==> src/rtl/clk_div_pkg.sv <==
// rtl/clk_div_pkg.sv - shared types and helpers for the divider ratio controller
// Purpose: state encoding, ratio width/limits and the legal-ratio check used by
//          clk_div_ratio_ctrl.
// Ports:   none (package).
package clk_div_pkg;

  localparam int                 RATIO_W   = 8;
  localparam logic [RATIO_W-1:0] MIN_RATIO = 8'd2;

  typedef enum logic [2:0] {
    INIT,
    IDLE,
    WAIT_EDGE,
    GATE,
    LOAD,
    SETTLE
  } state_e;

  function automatic logic ratio_legal(input logic [RATIO_W-1:0] ratio,
                                       input logic [RATIO_W-1:0] max_ratio);
    return (ratio >= MIN_RATIO) && (ratio <= max_ratio);
  endfunction

endpackage

==> src/rtl/clk_div_edge_det.sv <==
// rtl/clk_div_edge_det.sv - falling-edge detector for the fed-back divided clock
// Purpose: registers one sample of the divided clock and flags a 1 -> 0 step.
// Ports:
//   i_clk    in   reference clock
//   i_rst_n  in   asynchronous active-low reset
//   i_sig    in   divided clock, same domain, sampled directly
//   i_clear  in   forget edge history (sample register forced to 0)
//   o_fall   out  combinational: previous sample 1, current value 0
module clk_div_edge_det (
  input  logic i_clk,
  input  logic i_rst_n,
  input  logic i_sig,
  input  logic i_clear,
  output logic o_fall
);

  logic sig_q;

  always_ff @(posedge i_clk or negedge i_rst_n) begin
    if (!i_rst_n) begin
      sig_q <= 1'b0;
    end else if (i_clear) begin
      sig_q <= 1'b0;
    end else begin
      sig_q <= i_sig;
    end
  end

  assign o_fall = sig_q & ~i_sig;

endmodule

==> src/rtl/clk_div_ratio_ctrl.sv <==
// rtl/clk_div_ratio_ctrl.sv - glitch-free run-time ratio controller for the clock divider
// Purpose: accepts ratio requests, range-checks them, gates the divider at a low
//          phase of its output, loads the new ratio, re-enables and waits a
//          settle window before reporting completion.
// Ports:
//   i_ref_clk    in   reference clock (only clock)
//   i_rst_n      in   asynchronous active-low reset
//   i_req_valid  in   ratio change request
//   i_req_ratio  in   requested ratio, taken on valid && ready
//   o_req_ready  out  high only in IDLE
//   i_div_clk    in   divider output fed back
//   o_clk_en     out  divider clock enable
//   o_div_ratio  out  divider ratio
//   o_busy       out  high whenever not IDLE
//   o_done       out  1-cycle pulse, request applied
//   o_err        out  1-cycle pulse, request rejected or edge timeout
//   o_timeout    out  sticky edge-timeout flag, cleared by a legal request
module clk_div_ratio_ctrl
  import clk_div_pkg::*;
#(
  parameter logic [RATIO_W-1:0] DEFAULT_RATIO  = 8'd2,
  parameter logic [RATIO_W-1:0] MAX_RATIO      = 8'd255,
  parameter int                 GATE_CYC       = 2,
  parameter int                 SETTLE_PERIODS = 2
) (
  input  logic               i_ref_clk,
  input  logic               i_rst_n,
  input  logic               i_req_valid,
  input  logic [RATIO_W-1:0] i_req_ratio,
  output logic               o_req_ready,
  input  logic               i_div_clk,
  output logic               o_clk_en,
  output logic [RATIO_W-1:0] o_div_ratio,
  output logic               o_busy,
  output logic               o_done,
  output logic               o_err,
  output logic               o_timeout
);

  localparam logic [3:0] GATE_LAST = 4'(GATE_CYC - 1);
  localparam logic [9:0] SETTLE_MUL = 10'(SETTLE_PERIODS);

  state_e             state_q, state_d;
  logic               clk_en_q, clk_en_d;
  logic [RATIO_W-1:0] ratio_q, ratio_d;
  logic [RATIO_W-1:0] new_ratio_q, new_ratio_d;
  logic               done_q, done_d;
  logic               err_q, err_d;
  logic               timeout_q, timeout_d;
  logic [9:0]         tmo_cnt_q, tmo_cnt_d;
  logic [3:0]         gate_cnt_q, gate_cnt_d;
  logic [9:0]         settle_cnt_q, settle_cnt_d;

  logic               edge_clear;
  logic               div_fall;
  logic [9:0]         tmo_last;
  logic [9:0]         settle_last;

  // Edge window is 2*ratio+2 cycles, so the last count is 2*ratio+1.
  assign tmo_last    = {1'b0, ratio_q, 1'b1};
  assign settle_last = SETTLE_MUL * {2'b00, new_ratio_q} - 10'd1;

  clk_div_edge_det u_edge_det (
    .i_clk   (i_ref_clk),
    .i_rst_n (i_rst_n),
    .i_sig   (i_div_clk),
    .i_clear (edge_clear),
    .o_fall  (div_fall)
  );

  always_comb begin
    state_d      = state_q;
    clk_en_d     = clk_en_q;
    ratio_d      = ratio_q;
    new_ratio_d  = new_ratio_q;
    done_d       = 1'b0;
    err_d        = 1'b0;
    timeout_d    = timeout_q;
    tmo_cnt_d    = tmo_cnt_q;
    gate_cnt_d   = gate_cnt_q;
    settle_cnt_d = settle_cnt_q;
    edge_clear   = 1'b0;

    case (state_q)
      INIT: begin
        clk_en_d = 1'b1;
        state_d  = IDLE;
      end

      IDLE: begin
        if (i_req_valid) begin
          if (!ratio_legal(i_req_ratio, MAX_RATIO)) begin
            err_d = 1'b1;
          end else begin
            timeout_d = 1'b0;
            if (i_req_ratio == ratio_q) begin
              done_d = 1'b1;
            end else begin
              new_ratio_d = i_req_ratio;
              tmo_cnt_d   = 10'd0;
              // Stale samples from before the request must not count as an edge.
              edge_clear  = 1'b1;
              state_d     = WAIT_EDGE;
            end
          end
        end
      end

      WAIT_EDGE: begin
        if (div_fall) begin
          clk_en_d   = 1'b0;
          gate_cnt_d = 4'd0;
          state_d    = GATE;
        end else if (tmo_cnt_q == tmo_last) begin
          // No edge seen (divider stuck): flag it but still apply the change.
          timeout_d  = 1'b1;
          err_d      = 1'b1;
          clk_en_d   = 1'b0;
          gate_cnt_d = 4'd0;
          state_d    = GATE;
        end else begin
          tmo_cnt_d = tmo_cnt_q + 10'd1;
        end
      end

      GATE: begin
        clk_en_d = 1'b0;
        if (gate_cnt_q == GATE_LAST) begin
          ratio_d = new_ratio_q;
          state_d = LOAD;
        end else begin
          gate_cnt_d = gate_cnt_q + 4'd1;
        end
      end

      LOAD: begin
        clk_en_d     = 1'b1;
        settle_cnt_d = 10'd0;
        state_d      = SETTLE;
      end

      SETTLE: begin
        if (settle_cnt_q == settle_last) begin
          done_d  = 1'b1;
          state_d = IDLE;
        end else begin
          settle_cnt_d = settle_cnt_q + 10'd1;
        end
      end

      default: begin
        state_d = INIT;
      end
    endcase
  end

  always_ff @(posedge i_ref_clk or negedge i_rst_n) begin
    if (!i_rst_n) begin
      state_q      <= INIT;
      clk_en_q     <= 1'b0;
      ratio_q      <= DEFAULT_RATIO;
      new_ratio_q  <= DEFAULT_RATIO;
      done_q       <= 1'b0;
      err_q        <= 1'b0;
      timeout_q    <= 1'b0;
      tmo_cnt_q    <= 10'd0;
      gate_cnt_q   <= 4'd0;
      settle_cnt_q <= 10'd0;
    end else begin
      state_q      <= state_d;
      clk_en_q     <= clk_en_d;
      ratio_q      <= ratio_d;
      new_ratio_q  <= new_ratio_d;
      done_q       <= done_d;
      err_q        <= err_d;
      timeout_q    <= timeout_d;
      tmo_cnt_q    <= tmo_cnt_d;
      gate_cnt_q   <= gate_cnt_d;
      settle_cnt_q <= settle_cnt_d;
    end
  end

  assign o_req_ready = (state_q == IDLE);
  assign o_busy      = (state_q != IDLE);
  assign o_clk_en    = clk_en_q;
  assign o_div_ratio = ratio_q;
  assign o_done      = done_q;
  assign o_err       = err_q;
  assign o_timeout   = timeout_q;

endmodule

==> config.mk <==
export PLATFORM = sky130hd
export DESIGN_NAME = clk_div_ratio_ctrl
export DESIGN_NICKNAME = d
export VERILOG_FILES = /design/src/rtl/clk_div_pkg.sv /design/src/rtl/clk_div_edge_det.sv /design/src/rtl/clk_div_ratio_ctrl.sv
export SDC_FILE = /design/constraint.sdc
export NUM_CORES = 1
export LEC_CHECK = 0
export ABC_CLOCK_PERIOD_IN_PS = 3710
export BUFFER_PORTS_ARGS = -buffer_cell sky130_fd_sc_hd__buf_2
export CORE_MARGIN = 3
export CORE_UTILIZATION = 59
export CTS_BUF_LIST = sky130_fd_sc_hd__clkbuf_4 sky130_fd_sc_hd__clkbuf_8 sky130_fd_sc_hd__clkbuf_16
export DETAILED_ROUTE_END_ITERATION = 6
export PLACE_DENSITY = 0.89
export SLEW_MARGIN = 20
export SYNTH_ARGS = -nofsm -noshare
export SYNTH_HDL_FRONTEND = slang
export SYNTH_SLANG_ARGS = --single-unit
==> constraint.sdc <==
create_clock -name i_ref_clk -period 3.71 [get_ports i_ref_clk]
set_clock_uncertainty 0.2 [all_clocks]
set_input_delay 0.371 -clock i_ref_clk [delete_from_list [all_inputs] [get_ports i_ref_clk]]
set_output_delay 0.371 -clock i_ref_clk [all_outputs]
set_load 0.1 [all_outputs]
==> impl_metrics.py, run 1 <==
metrics = {
    "outcome": {
        "status": "finished clean",
    },
    "route": {
        "via_per_inst": 6.18,
        "drtPass1Iterations": 4,
        "drc": 0,
        "wl_per_cell_um": 16.7,
        "routed_wl_um": 5970,
        "ant_nets": 0,
        "vias": 2214,
        "dr.first_iter.drc_count": 148,
    },
    "synth": {
        "synth-seq-cells": 48,
        "yosys.area_share.simple": 0.237,
        "async_reset_ff_frac": 1.00,
        "synth_fa_ha_area_frac": 0.0227,
        "ys_seq_area_frac": 0.436,
        "synth_area_per_cell_um2": 9.71,
        "synth_compound_area_frac": 0.121,
        "synth_nets": 301,
        "synth_xor_area_frac": 0.105,
        "ys_types": 48,
        "ys.flop_type": "dfrtp_1",
        "synth_cells": 284,
        "synth_edf_count": 0,
        "muxShareOfSynthArea": 0.0526,
        "yosys_warnings": 0,
        "synth_top_family_by_area": "simple AND/OR/NAND/NOR gates",
        "syn_area_um2": 2760,
    },
    "clocking": {
        "cts_resized": 0,
        "cts_buffer_depth": 2,
        "cts_buffers": 5,
        "clk_pin_slew_ns": 0.09,
        "insertion_delay_ns": 0.31,
        "cts_tree": "done",
        "cts_sinks": 48,
        "root_buffer": "clkbuf_8",
        "cts_max_level": 2,
    },
    "min_path": {
        "holdPathStages": 2,
        "hold_class": "primary input to flip-flop",
        "hold_end": "u_edge_det.sig_q",
        "min_from": "i_div_clk",
    },
    "timing": {
        "setup_ws_ns": 0.729,
        "hold_viol_final": 0,
        "hold_slack_ns": 0.106,
        "finalSetupTns_ns": 0,
        "finalSetupViolations": 0,
        "rsz0062_at_grt": "false",
        "fmax_mhz": 335,
        "max_slew_margin": 0.436,
        "min_period_ns": 2.98,
        "drv_slew": 0,
        "worst_pin_slew_ns": 0.846,
        "finalCritPeriodShare": 0.804,
    },
    "critical_path": {
        "cp-end-kind": "flip-flop",
        "critPathBufInv": 1,
        "critPathArrivalTime_ns": 3.01,
        "worst_setup_path_start_kind": "flip-flop",
        "cp_top_family": "simple AND/OR/NAND/NOR gates",
        "rr_worst_depth": 8,
        "r2r-start": "new_ratio_q[0]",
        "crit_slowest_cell": "or4_4",
        "worst-endpoint-required_ns": 3.74,
        "criticalPathCategory": "flip-flop to flip-flop",
        "path_cells": "inv_1 > ha_1 > or3b_4 > or4_4 > o211ai_4 > o41ai_2 > or4_1 > a21oi_1",
        "cp_slowest_stage_delay_ns": 0.50,
        "r2r_end": "settle_cnt_q[8]",
        "cp_max_fo": 7,
        "ff2ff_setup_slack_ns": 0.73,
    },
    "die": {
        "num_rows": 24,
        "dieArea_um2": 5530,
        "core_area_um2": 4440,
        "ios": 26,
        "fp.dieH_um": 74.4,
        "die_w_um": 74.4,
        "start_util": 0.620,
    },
    "layout": {
        "utilization": 0.678,
        "design_area_um2": 3010,
        "final_cells": 358,
        "antenna_cells": 0,
        "drive_gt1_frac": 0.196,
        "nFillCells": 337,
        "seqCellArea_um2": 1200,
        "most-common-layout-cells": "dfrtp_1 (46), xor2_1 (28), nand2_1 (28), buf_2 (24), nor2_1 (19)",
        "area_growth_syn_to_layout_pct": 9.21,
        "layout_commonest_cell": "dfrtp_1",
        "nNetsFinal": 322,
        "multi_input_area_um2": 1480,
    },
    "pwr": {
        "power.density_nw_per_um2": 850,
        "clkPwrFrac": 0.128,
        "power_frac_comb": 0.501,
        "p_seq_frac": 0.371,
        "switching_share": 0.522,
        "power.leakage_nw": 1.38,
        "p_total_mw": 2.56,
        "p_sw_mw": 1.34,
        "vdd_drop_max_v": 0.000898,
        "p_int_mw": 1.22,
    },
    "grt": {
        "grt_usage": 0.231,
        "grt_max_degree": 49,
        "globalRouteOverflowTotal": 0,
        "antenna_found_initial": 0,
        "grt_pass1_vias": 2108,
        "grt_pass1_wl_um": 9810,
    },
    "placed_design": {
        "dp_cells": 349,
        "post-place-ws_ns": 0.787,
        "dp_hpwl_um": 4210,
        "place_congestion": 0.874,
        "numPortBuffers": 25,
        "dpl_cell_area_um2": 2910,
    },
    "run": {
        "drv_cap": 0,
    },
}
[layer usage]
metal  track usage  part of all wire  vias up
met5             0                 0        -
met4        0.0850             0.023        0
met3        0.0446             0.046       15
met2         0.365              0.47       69
met1         0.319              0.46     1086
li1              -                 -     1044
[what timing repair did]
item	in CTS	in global routing
setup buffers	0	0
hold buffers	0	1
endpoints found under the hold margin	0	46
[worst max-delay path by stage]
stage                     cells after the start  slack [ns]              end           start
final                                         8        0.73  settle_cnt_q[8]  new_ratio_q[0]
after global routing                          8        0.63  settle_cnt_q[8]  new_ratio_q[0]
after CTS                                     8        0.75  settle_cnt_q[8]  new_ratio_q[0]
after detailed placement                      8        0.79  settle_cnt_q[8]  new_ratio_q[0]
after global placement                        8        0.90  settle_cnt_q[8]  new_ratio_q[0]
after floorplan                               8        0.14   new_ratio_q[2]      state_q[1]
[logic make-up after synthesis]
kind of cell             after synthesis
buffers and inverters                 19
AO/OA/AOI/OAI                         48
adder cells (fa/ha/maj)                5
flip-flops                            48
XOR/XNOR                              33
AND/OR/NAND/NOR                      118
multiplexers                          13
[cells in the mapped netlist (all sizes together), types with 2 or more instances]
master / count / area share
mux2: 12 / 0.049
nor4: 6 / 0.016
dfstp: 2 / 0.019
and3: 8 / 0.018
xor2: 28 / 0.089
ha: 5 / 0.023
nor2b: 3 / 0.0068
o22ai: 2 / 0.0045
a21oi: 12 / 0.022
o211ai: 3 / 0.013
or3: 6 / 0.014
buf: 2 / 0.0027
nor3b: 4 / 0.011
nor3: 8 / 0.019
nand2: 28 / 0.038
clkbuf: 11 / 0.015
a21o: 2 / 0.0054
o21ai: 17 / 0.031
o41ai: 2 / 0.012
nand3: 7 / 0.013
nand2b: 10 / 0.023
or4: 3 / 0.011
or3b: 2 / 0.0073
nor2: 19 / 0.026
inv: 6 / 0.0082
nand4: 6 / 0.014
dfrtp: 46 / 0.42
o31ai: 3 / 0.0082
o311ai: 2 / 0.0064
xnor2: 5 / 0.016
and2: 2 / 0.0045
nand3b: 2 / 0.0054
[power groups by stage]
stage	Combinational, mW	Clock, mW	Sequential [mW]
after CTS	1.29	0.332	0.944
after detailed placement	1.27	0	0.956
after global placement	1.23	0	0.935
after floorplan	0.779	0	1.18
final	1.28	0.327	0.950
after global routing	1.38	0.356	0.978
[state kept, by name, indices dropped and copies added, names as in the netlist]
signal and count:
new_ratio_q 8, o_done 1, tmo_cnt_q 10, o_timeout 1, state_q 3, o_div_ratio 8, o_clk_en 1, gate_cnt_q 4
o_err 1, settle_cnt_q 10, u_edge_det.sig_q 1
[layout make-up]
class                   count  area share
clock buffers               6      0.0274
clock inverters             2     0.00332
inverters                   6     0.00748
multi-input cells         217       0.492
flip-flops and latches     48       0.400
well taps                  52      0.0216
repair buffers             27      0.0482
No activity file was read; power rests on OpenSTA's default activity.
==> inputs of run 2 (changes only) <==
Settings changed: ABC_CLOCK_PERIOD_IN_PS 3710 to 2800.
Clock period 3.71 ns to 2.8 ns, I/O delays scaled along.
==> impl_metrics.py, run 2 (synthesis gave the netlist of run 1 again) <==
metrics = {
    "outcome": {
        "status": "finished with violations",
        "failed_checks": "setup timing",
    },
    "layout": {
        "layout_commonest_cell": "dfrtp_1",
        "final_cells": 371,
        "reg.largest.list": "settle_cnt_q x10, tmo_cnt_q x10",
        "seqCellArea_um2": 1200,
        "nNetsFinal": 335,
        "drive_gt1_frac": 0.251,
        "nFillCells": 323,
        "multi_input_area_um2": 1530,
        "utilization": 0.710,
        "antenna_cells": 0,
        "area_growth_syn_to_layout_pct": 14.5,
        "most-common-layout-cells": "dfrtp_1 (46), xor2_1 (28), nand2_1 (28), buf_2 (25), nor2_1 (19)",
    },
    "route": {
        "via_per_inst": 6.23,
        "vias": 2310,
        "wl_per_cell_um": 17.0,
        "routed_wl_um": 6320,
        "dr.first_iter.drc_count": 178,
        "ant_nets": 0,
        "drc": 0,
        "drtPass1Iterations": 4,
    },
    "clocking": {
        "clk_pin_slew_ns": 0.09,
        "cts_buffer_depth": 2,
        "cts_buffers": 5,
        "cts_sinks": 48,
        "cts_tree": "done",
        "cts_max_level": 2,
        "insertion_delay_ns": 0.31,
        "root_buffer": "clkbuf_8",
    },
    "pwr": {
        "vdd_drop_max_v": 0.00123,
        "power.leakage_nw": 1.43,
        "p_total_mw": 3.57,
        "p_seq_frac": 0.341,
        "p_sw_mw": 1.84,
        "switching_share": 0.516,
        "clkPwrFrac": 0.123,
        "power.density_nw_per_um2": 1130,
        "p_int_mw": 1.73,
        "power_frac_comb": 0.536,
    },
    "timing": {
        "setup_ws_ns": -0.0363,
        "rsz0062_at_grt": "true",
        "finalSetupViolations": 2,
        "hold_viol_final": 0,
        "max_slew_margin": 0.527,
        "finalCritPeriodShare": 1.01,
        "drv_slew": 0,
        "fmax_mhz": 353,
        "worst_pin_slew_ns": 0.701,
        "min_period_ns": 2.84,
    },
    "placed_design": {
        "dp_hpwl_um": 4320,
        "numPortBuffers": 25,
        "post-place-ws_ns": -0.0325,
        "place_congestion": 0.876,
        "dp_cells": 359,
    },
    "critical_path": {
        "cp_max_fo": 5,
        "cp-end-kind": "flip-flop",
        "startpoint": "new_ratio_q[0]",
        "cp_top_family": "simple AND/OR/NAND/NOR gates",
        "critPathBufInv": 1,
        "worst-endpoint-required_ns": 2.85,
        "crit_slowest_cell": "or4_4",
        "r2r-start": "new_ratio_q[0]",
        "worst_setup_path_start_kind": "flip-flop",
        "path_cells": "inv_2 > ha_4 > or3b_4 > or4_4 > o211ai_4 > o41ai_4 > or4_4 > a21oi_2",
        "critPathArrivalTime_ns": 2.88,
        "cp_slowest_stage_delay_ns": 0.51,
        "criticalPathCategory": "flip-flop to flip-flop",
        "cp_common_cell": "or4_4",
    },
    "grt": {
        "grt_max_degree": 28,
        "grt_pass1_vias": 2183,
        "grt_usage": 0.239,
        "antenna_found_initial": 0,
        "grt_pass1_wl_um": 10100,
        "globalRouteOverflowTotal": 0,
    },
    "die": {
        "die_w_um": 74.4,
        "core_area_um2": 4440,
        "start_util": 0.620,
        "dieArea_um2": 5530,
        "ios": 26,
        "num_rows": 24,
        "fp.dieH_um": 74.4,
    },
    "min_path": {
        "min_from": "i_req_ratio[0]",
        "hold_class": "primary input to flip-flop",
    },
    "run": {
        "drv_cap": 0,
    },
}
-- run 2: final cells by class --
class / instances / share of cell area
Sequential cell: 48 / 0.381
Timing Repair Buffer: 40 / 0.0769
Multi-Input combinational cell: 217 / 0.484
Inverter: 6 / 0.00832
Clock buffer: 7 / 0.0266
Clock inverter: 1 / 0.00277
Tap cell: 52 / 0.0206
-- run 2: repair_timing --
action | 4_1_cts | 5_1_grt
hold buffers | 2 | 0
pin swaps | 1 | 1
endpoints found under the setup margin | 5 | 10
buffers inserted | 2 | 0
endpoints found under the hold margin | 26 | 0
gates resized for setup | 4 | 5
-- run 2: final timing paths --
check,cells after the start,endpoint,slack (ns)
setup / recovery,8,settle_cnt_q[8],-0.04
hold / removal,3,new_ratio_q[0],0.03
setup reg to reg,8,settle_cnt_q[8],-0.04
hold reg to reg,2,o_div_ratio[1],0.34
max in group asynchronous,3,new_ratio_q[1],1.33
min in group asynchronous,2,tmo_cnt_q[5],0.30
-- run 2: power by group through the flow --
stage                     clock, mW  combinational, mW  sequential, mW
after floorplan                   0               1.06            1.57
after global placement            0               1.78            1.20
after detailed placement          0               1.83            1.22
after CTS                     0.443               1.88            1.21
after global routing          0.480               2.06            1.25
final                         0.440               1.91            1.22
-- run 2: worst reg2reg max path, stage by stage (launching register included) --
cell      delay [ns]
dfrtp_1         0.41
inv_2           0.09
ha_4            0.15
or3b_4          0.39
or4_4           0.51
o211ai_4        0.24
o41ai_4         0.14
or4_4           0.51
a21oi_2         0.14
-- run 2: routing by layer --
layer  track usage  wire length, µm  vias to the layer above
li1              -                -                     1081
met1         0.326             2810                     1136
met2         0.378             3000                       81
met3        0.0568              392                       12
met4        0.0731              109                        0
met5             0                0                        -
-- run 2: stage by stage --
stage	TNS (ns)	hold slack, ns	cell area (µm²)
3_5_place_dp	-0.0325	0.123	2990
6_report	-0.0623	0.0260	3160
5_1_grt	-0.667	0.0426	3160
3_3_place_gp	0	0.111	2990
4_1_cts	-0.00561	0.0220	3130
2_1_floorplan	0	-0.216	2770
==> inputs of run 3 (changes only) <==
--- a/config.mk
+++ b/config.mk
@@ -13,2 +13,3 @@
 export DETAILED_ROUTE_END_ITERATION = 6
+export GPL_TIMING_DRIVEN = 0
 export PLACE_DENSITY = 0.89
--- a/constraint.sdc
+++ b/constraint.sdc
@@ -4,2 +4,2 @@
 set_output_delay 0.28 -clock i_ref_clk [all_outputs]
-set_load 0.1 [all_outputs]
+set_load 0.005 [all_outputs]
==> impl_metrics.py, run 3 (synthesis gave the netlist of run 1 again) <==
metrics = {
    "outcome": {
        "status": "finished clean",
    },
    "placed_design": {
        "place_congestion": 0.846,
        "dp_hpwl_um": 4330,
        "numPortBuffers": 25,
    },
    "die": {
        "ios": 26,
        "num_rows": 24,
        "die_w_um": 74.4,
        "dieArea_um2": 5530,
        "fp.dieH_um": 74.4,
        "core_area_um2": 4440,
        "start_util": 0.620,
    },
    "critical_path": {
        "cp-end-kind": "flip-flop",
        "ff2ff_setup_slack_ns": 0.0009,
        "r2r-start": "new_ratio_q[0]",
        "path_cells": "buf_4 > or4_4 > o221a_2 > nor3_4 > o41ai_4 > or4_1 > a21oi_2",
        "rr_worst_depth": 7,
        "r2r_end": "settle_cnt_q[8]",
        "cp_slowest_stage_delay_ns": 0.56,
        "startpoint": "new_ratio_q[0]",
        "cp_max_fo": 4,
        "criticalPathCategory": "flip-flop to flip-flop",
        "critPathCapture": "settle_cnt_q[8]",
        "critPathArrivalTime_ns": 2.83,
        "crit_slowest_cell": "or4_4",
        "worst-endpoint-required_ns": 2.83,
        "worst_setup_path_start_kind": "flip-flop",
    },
    "clocking": {
        "cts_sinks": 48,
        "cts_buffer_depth": 2,
        "cts_buffers": 5,
        "cts_max_level": 2,
        "insertion_delay_ns": 0.30,
        "cts_tree": "done",
        "root_buffer": "clkbuf_8",
        "clk_pin_slew_ns": 0.09,
    },
    "timing": {
        "min_period_ns": 2.80,
        "rsz0062_at_grt": "true",
        "finalSetupViolations": 0,
        "hold_viol_final": 0,
        "worst_pin_slew_ns": 0.654,
        "finalCritPeriodShare": 1.00,
        "max_slew_margin": 0.562,
        "drv_slew": 0,
        "fmax_mhz": 357,
        "hold_slack_ns": 0.00801,
    },
    "layout": {
        "seqCellArea_um2": 1200,
        "nFillCells": 323,
        "antenna_cells": 0,
        "multi_input_area_um2": 1560,
        "most-common-layout-cells": "dfrtp_1 (46), xor2_1 (28), nand2_1 (28), buf_2 (24), nor2_1 (19)",
        "nNetsFinal": 343,
        "layout_commonest_cell": "dfrtp_1",
        "drive_gt1_frac": 0.229,
        "reg.largest.list": "settle_cnt_q x10, tmo_cnt_q x10",
        "area_growth_syn_to_layout_pct": 17.1,
    },
    "pwr": {
        "vdd_drop_max_v": 0.000635,
        "p_total_mw": 3.12,
        "power.leakage_nw": 1.45,
        "power.density_nw_per_um2": 966,
    },
    "route": {
        "wl_per_cell_um": 17.7,
        "vias": 2399,
        "drc": 0,
        "via_per_inst": 6.33,
        "ant_nets": 0,
        "dr.first_iter.drc_count": 243,
        "routed_wl_um": 6700,
        "drtPass1Iterations": 6,
    },
    "grt": {
        "antenna_found_initial": 0,
        "grt_usage": 0.249,
        "grt_max_degree": 49,
        "globalRouteOverflowTotal": 0,
        "grt_pass1_vias": 2294,
        "grt_pass1_wl_um": 10600,
    },
    "run": {
        "drv_cap": 0,
    },
    "min_path": {
        "hold_class": "primary input to flip-flop",
    },
}
## run 3: changes by cell type in the layout (fill, tap and decap cells not counted), sizes merged
cell	before	now
clkbuf	7	17
buf	38	36
bufinv	0	1
clkinvlp	1	0
dlygate4sd3	2	1
inv	5	6
## run 3: power breakdown
part / internal, mW / total, mW / switching (mW)
clock network: 0.292 / 0.531 / 0.238
registers: 0.908 / 1.20 / 0.290
logic: 0.616 / 1.39 / 0.773
total: 1.82 / 3.12 / 1.30
## run 3: how the worst min path moves through the flow
| stage | depth (start not counted) | endpoint | start | slack (ns) |
|---|---|---|---|---|
| after floorplan | 0 | gate_cnt_q[0] | i_rst_n | -0.22 |
| after global placement | 2 | o_div_ratio[1] | o_div_ratio[1] | 0.31 |
| after detailed placement | 1 | tmo_cnt_q[2] | i_rst_n | 0.32 |
| after CTS | 2 | u_edge_det.sig_q | i_div_clk | 0.006 |
| after global routing | 2 | u_edge_det.sig_q | i_div_clk | 0.03 |
| final | 2 | u_edge_det.sig_q | i_div_clk | 0.008 |
## run 3: final cells by class
class	count	area share
Tap cell	52	0.0202
Multi-Input combinational cell	217	0.484
Timing Repair Buffer	35	0.0636
Buffer	13	0.0151
Clock buffer	6	0.0256
Inverter	6	0.00698
Sequential cell	48	0.373
Clock inverter	2	0.0120
## run 3: layer usage
metal,share of wire,up-vias,GRT usage,wire [µm]
met5,0,-,0,0
met4,0.011,0,0.0791,76
met3,0.060,10,0.0459,401
met2,0.50,107,0.448,3330
met1,0.43,1190,0.300,2890
li1,-,1092,-,-
## run 3: critical path, delay by kind of cell (launching register included)
| kind | cells | cell delay, ns |
|---|---|---|
| buf+inv | 1 | 0.16 |
| simple gates | 3 | 1.36 |
| compound gates | 3 | 0.62 |
| flops | 1 | 0.40 |
## run 3: per-stage QoR
stage	instance area (µm²)	TNS, ns	instances	setup slack [ns]	util
2_1_floorplan	2760	0	284	0.0567	-
3_3_place_gp	2950	-0.0864	361	-0.0864	0.663
3_5_place_dp	2950	-0.159	361	-0.113	0.663
4_1_cts	3160	-0.0265	374	-0.0265	0.711
5_1_grt	3230	-0.140	379	-0.0658	0.726
6_report	3230	0	379	0.000890	0.726
## run 3: what timing repair did
| item | 4_1_cts | 5_1_grt |
|---|---|---|
| endpoints found under the setup margin | 6 | 8 |
| pin swaps | 4 | 9 |
| hold buffers | 1 | 0 |
| setup buffers | 4 | 5 |
| hold endpoints to repair | 37 | 0 |
| resized for setup | 9 | 3 |
